`config.mk`:
```
export PLATFORM = sky130hd
export DESIGN_NAME = div_sequencer
export DESIGN_NICKNAME = d
export VERILOG_FILES = /design/src/rtl/div_sequencer.sv
export SDC_FILE = /design/constraint.sdc
export NUM_CORES = 1
export LEC_CHECK = 0
export CAP_MARGIN = 10
export CORE_MARGIN = 2
export CORE_UTILIZATION = 30
export DETAILED_ROUTE_END_ITERATION = 8
export GPL_TIMING_DRIVEN = 1
export SLEW_MARGIN = 25
export SYNTH_ARGS = -nofsm -noshare
export SYNTH_HDL_FRONTEND = slang
export SYNTH_SLANG_ARGS = --single-unit
```
`constraint.sdc`:
```
create_clock -name i_clk -period 2.9 [get_ports i_clk]
set_input_delay 0.725 -clock i_clk [delete_from_list [all_inputs] [get_ports i_clk]]
set_output_delay 0.725 -clock i_clk [all_outputs]
set_load 0.01 [all_outputs]
```
`src/rtl/div_sequencer.sv`:
```
// div_sequencer: multi-cycle DIVU controller and HI/LO owner for the EX stage
module div_sequencer #(
  parameter int WIDTH = 32,
  parameter int STEPS = WIDTH
) (
  input  logic             i_clk,
  input  logic             i_reset,
  input  logic             i_ex_valid,
  input  logic [5:0]       i_funct,
  input  logic [WIDTH-1:0] i_rs_val,
  input  logic [WIDTH-1:0] i_rt_val,
  output logic             o_stall,
  output logic             o_busy,
  output logic [WIDTH-1:0] o_hi_out,
  output logic [WIDTH-1:0] o_lo_out,
  output logic [WIDTH-1:0] o_mf_data,
  output logic             o_div_by_zero
);
  localparam logic [5:0] F_DIVU = 6'b011011;
  localparam logic [5:0] F_MFHI = 6'b010000;
  localparam logic [5:0] F_MTHI = 6'b010001;
  localparam logic [5:0] F_MFLO = 6'b010010;
  localparam logic [5:0] F_MTLO = 6'b010011;
  typedef enum logic [1:0] {IDLE, RUN, DONE} state_t;
  state_t           r_state, w_next;
  logic [WIDTH:0]   r_rem;
  logic [WIDTH-1:0] r_quo, r_dvs, r_hi, r_lo;
  logic [5:0]       r_cnt;
  logic             r_dbz;
  logic             w_hilo_op, w_idle, w_last, w_ge;
  logic [WIDTH:0]   w_t, w_sub;
  assign w_hilo_op = i_ex_valid & (i_funct == F_DIVU | i_funct == F_MFHI | i_funct == F_MFLO |
                                   i_funct == F_MTHI | i_funct == F_MTLO);
  assign w_idle    = r_state == IDLE;
  assign w_last    = r_cnt == 6'(STEPS - 1);
  assign w_t       = {r_rem[WIDTH-1:0], r_quo[WIDTH-1]};
  assign w_ge      = w_t >= {1'b0, r_dvs};
  assign w_sub     = w_t - {1'b0, r_dvs};
  assign o_stall   = w_hilo_op & ~w_idle & ~i_reset;
  assign o_busy    = ~w_idle;
  assign o_hi_out  = r_hi;
  assign o_lo_out  = r_lo;
  assign o_mf_data = i_funct == F_MFHI ? r_hi : r_lo;
  assign o_div_by_zero = r_dbz;
  always_comb begin
    w_next = r_state;
    case (r_state)
      IDLE:    w_next = i_ex_valid & i_funct == F_DIVU ? RUN : IDLE;
      RUN:     w_next = w_last ? DONE : RUN;
      default: w_next = IDLE;
    endcase
  end
  always_ff @(posedge i_clk)
    r_state <= i_reset ? IDLE : w_next;
  // Moves only write in IDLE; a stalled move is re-presented by the pipeline
  always_ff @(posedge i_clk) begin
    if (i_reset) begin
      r_rem <= '0;
      r_quo <= '0;
      r_dvs <= '0;
      r_cnt <= '0;
      r_hi  <= '0;
      r_lo  <= '0;
      r_dbz <= 1'b0;
    end else if (w_idle) begin
      if (i_ex_valid & i_funct == F_DIVU) begin
        r_rem <= '0;
        r_quo <= i_rs_val;
        r_dvs <= i_rt_val;
        r_cnt <= '0;
        r_dbz <= i_rt_val == '0;
      end
      if (i_ex_valid & i_funct == F_MTHI) r_hi <= i_rs_val;
      if (i_ex_valid & i_funct == F_MTLO) r_lo <= i_rs_val;
    end else if (r_state == RUN) begin
      r_rem <= w_ge ? w_sub : w_t;
      r_quo <= {r_quo[WIDTH-2:0], w_ge};
      r_cnt <= r_cnt + 6'd1;
    end else begin
      r_hi <= r_rem[WIDTH-1:0];
      r_lo <= r_quo;
    end
  end
endmodule

```
==> flow_metrics.tcl <==
set metrics [dict create \
    outcome "finished, final reports clean" \
    fin_setup_tns_ns 0 \
    power_frac_seq_pct 45.0 \
    cp_data_arrival_time_ns 2.13 \
    vias 8643 \
    path_class "input pin to output pin" \
    hp-start "r_dvs[12]" \
    final_antenna_net_count 0 \
    diodes 0 \
    finalSetupViolCount 0 \
    portBuffers 171 \
    crit_path_top_delay_cell "or3_4" \
    die_area_mm2 0.03201 \
    start_util_pct 30.24 \
    cts_max_level 4 \
    layout_commonest_cell "dfxtp_1" \
    path_clk_slew_ns 0.07 \
    swShare_pct 24.25 \
    drt-total-wl_mm 27.37 \
    ioPinCount 172 \
    hp-class "register to register" \
    via_per_inst 5.051 \
    grt_pass1_vias 8141 \
    first_pass_iters 5 \
    required_ns 2.17 \
    r2r-start "r_quo[31]" \
    clockPowerShare_pct 46.7 \
    grt_pass1_wl_mm 43.27 \
    crit_fanout 24 \
    synth_edf_count 0 \
    p_leak_uw 0.004601 \
    post-route-period-util_pct 98.40 \
    core-area_mm2 0.03035 \
    path_cells "buf_6 -> nor3b_4 -> nand2b_4 -> or3_4 -> buf_12 -> mux2_4 -> buf_2" \
    async_reset_ff_share_pct 0 \
    startpoint "i_funct[2]" \
    critPathLaunchType "input pin" \
    die_w_um 178.9 \
    synth_cell_types 63 \
    numCtsBuffers 17 \
    drt_iter0_drc 523 \
    fp-row-count 64 \
    combPwrFrac_pct 8.4 \
    area_growth_pct 30.78 \
    power.internal_uw 3957 \
    maxSlewViolCount 0 \
    wire_per_inst_um 16.00 \
    fin_skew_ns 0.01251 \
    syn_avg_cell_area_um2 8.016 \
    layout-drive-gt1-share_pct 13.23 \
    antenna_found_initial 0 \
    end_kind "output pin" \
    place_congestion 0.8701 \
    min_period_ns 2.854 \
    syn_nets 1252 \
    max_stage_delay_ns 0.36 \
    switching_power_uw 1266 \
    grtUsageTotal_pct 17.02 \
    ir_worst_vdd_v 0.0004139 \
    cts.path.max_buffers 2 \
    ys_seq_elements 169 \
    grt_max_degree 139 \
    hold_viol_final 0 \
    power_uw 5223 \
    chipHeight_um 178.9 \
    cts_sinks 169 \
    yosysSeqAreaShare_pct 36.86 \
    num-nets-final 1410 \
    clock.fmax_mhz 350.4 \
    p_per_area_mw_per_mm2 435.1 \
    dp_hpwl_mm 20.47 \
    cts_tree "yes" \
    synth_area_mm2 0.009179 \
    cts-root-buf "clkbuf_16" \
    overflow 0 \
    final_cell_mix "dfxtp_1, a21oi_1, clkdlybuf4s50_1" \
    drv_cap 0 \
    hold_buffers 0 \
    remaining_drc_errors 0 \
    yosysWarnings 0 \
    synthFlopType "dfxtp_1" \
    syn_inst 1145 \
    insertion_delay_ns 0.43 \
    slew_headroom_pct 29.67 \
    final_util_pct 39.55 \
    tightest_slew_ns 1.054 \
    rsz0062_at_grt "no" \
]
## metal layers
layer / track usage [%] / wire, um
met2: 25.99 / 11610
met1: 24.79 / 13980
met3: 2.481 / 1406
met4: 4.641 / 375
met5: 0 / 0
## layout make-up
| cell class | count | area, um^2 |
|---|---|---|
| Fill cell | 3120 | 18350 |
| Sequential cell | 169 | 3383 |
| Inverter | 44 | 165.2 |
| Multi-Input combinational cell | 853 | 5334 |
| Tap cell | 396 | 495.5 |
| Clock inverter | 13 | 181.4 |
| Timing Repair Buffer | 218 | 2006 |
| Clock buffer | 18 | 439.2 |
## power by group through the flow
stage	Clock (uW)	Combinational, uW	Sequential [uW]
6_report	2440	437	2350
3_3_place_gp	0	435	2400
4_1_cts	2480	439	2350
2_1_floorplan	0	237	2400
5_1_grt	2580	479	2350
3_5_place_dp	0	437	2400
## worst max-delay path: cells and delay by family
family	cells	cell delay, ns
mux	1	0.30
simple gates	3	0.67
buf+inv	3	0.42
## registers in the layout (all words and copies together), names as in the netlist
register,flops
r_state,2
r_dvs,32
o_div_by_zero,1
o_hi_out,32
r_cnt,6
r_rem,32
o_lo_out,32
r_quo,32
## cells by family (layout without fill, tap and decap cells)
family,after synthesis,in the layout,share of synthesized area [%]
buffers and inverters,123,293,5.657
multiplexers,54,54,6.325
XOR/XNOR,28,28,2.672
AO/OA/AOI/OAI,359,359,25.18
AND/OR/NAND/NOR,378,378,18.59
adder cells (fa/ha/maj),34,34,4.717
flip-flops,169,169,36.86
## worst paths after layout
check                       to  slack [ns]  cells past startpoint
setup / recovery  o_mf_data[7]        0.05                      7
hold / removal       r_dvs[12]        0.45                      2
setup reg to reg     r_rem[28]        0.11                     12
hold reg to reg      r_dvs[12]        0.45                      2
## metrics by stage
stage	setup slack [ns]	hold slack (ns)	area [um^2]	std cells
6_report	0.04630	0.4536	12000	1711
3_3_place_gp	-0.7773	0.4438	11470	1679
4_1_cts	-0.01509	0.4563	12000	1712
5_1_grt	0.005611	0.4762	12000	1711
3_5_place_dp	-0.8377	0.4470	11470	1679
2_1_floorplan	-0.01311	0.4363	9183	1145
## repair_timing
| action | CTS | global route |
|---|---|---|
| resized for setup | 157 | 7 |
| endpoints found under the setup margin | 33 | 22 |
| gates cloned | 0 | 0 |
| pin swaps | 1 | 2 |
| buffers inserted | 2 | 0 |
## cells in the mapped netlist, drive strengths merged, types with 2 or more instances
cell type,number,area (um^2)
and4,2,17.52
nand3b,3,26.27
o211a,2,20.02
buf,15,113.9
xnor2,18,157.7
a32oi,10,87.58
or3,3,18.77
mux2,32,360.3
a22o,2,17.52
and3,5,31.28
xor2,10,87.58
nor4,9,56.30
dfxtp,169,3383
nand4,13,81.33
or2,2,12.52
o21ai,50,254.0
o21bai,4,30.03
nand2b,5,31.28
a211o,3,26.28
clkbuf,64,240.2
o31ai,3,22.52
nor2b,4,25.02
inv,44,165.2
a21o,12,91.34
a21oi,148,770.7
o211ai,5,37.54
ha,33,412.9
mux2i,22,220.2
o21a,4,30.03
nor2,128,480.5
nand3,11,55.05
nand2,118,442.9
a21boi,2,15.01
o21ba,2,20.02
a211oi,97,728.2
a31oi,3,18.77
o41ai,2,55.05
and2,38,237.7
nor3,35,175.2
No activity file was read; power rests on OpenSTA's default activity.
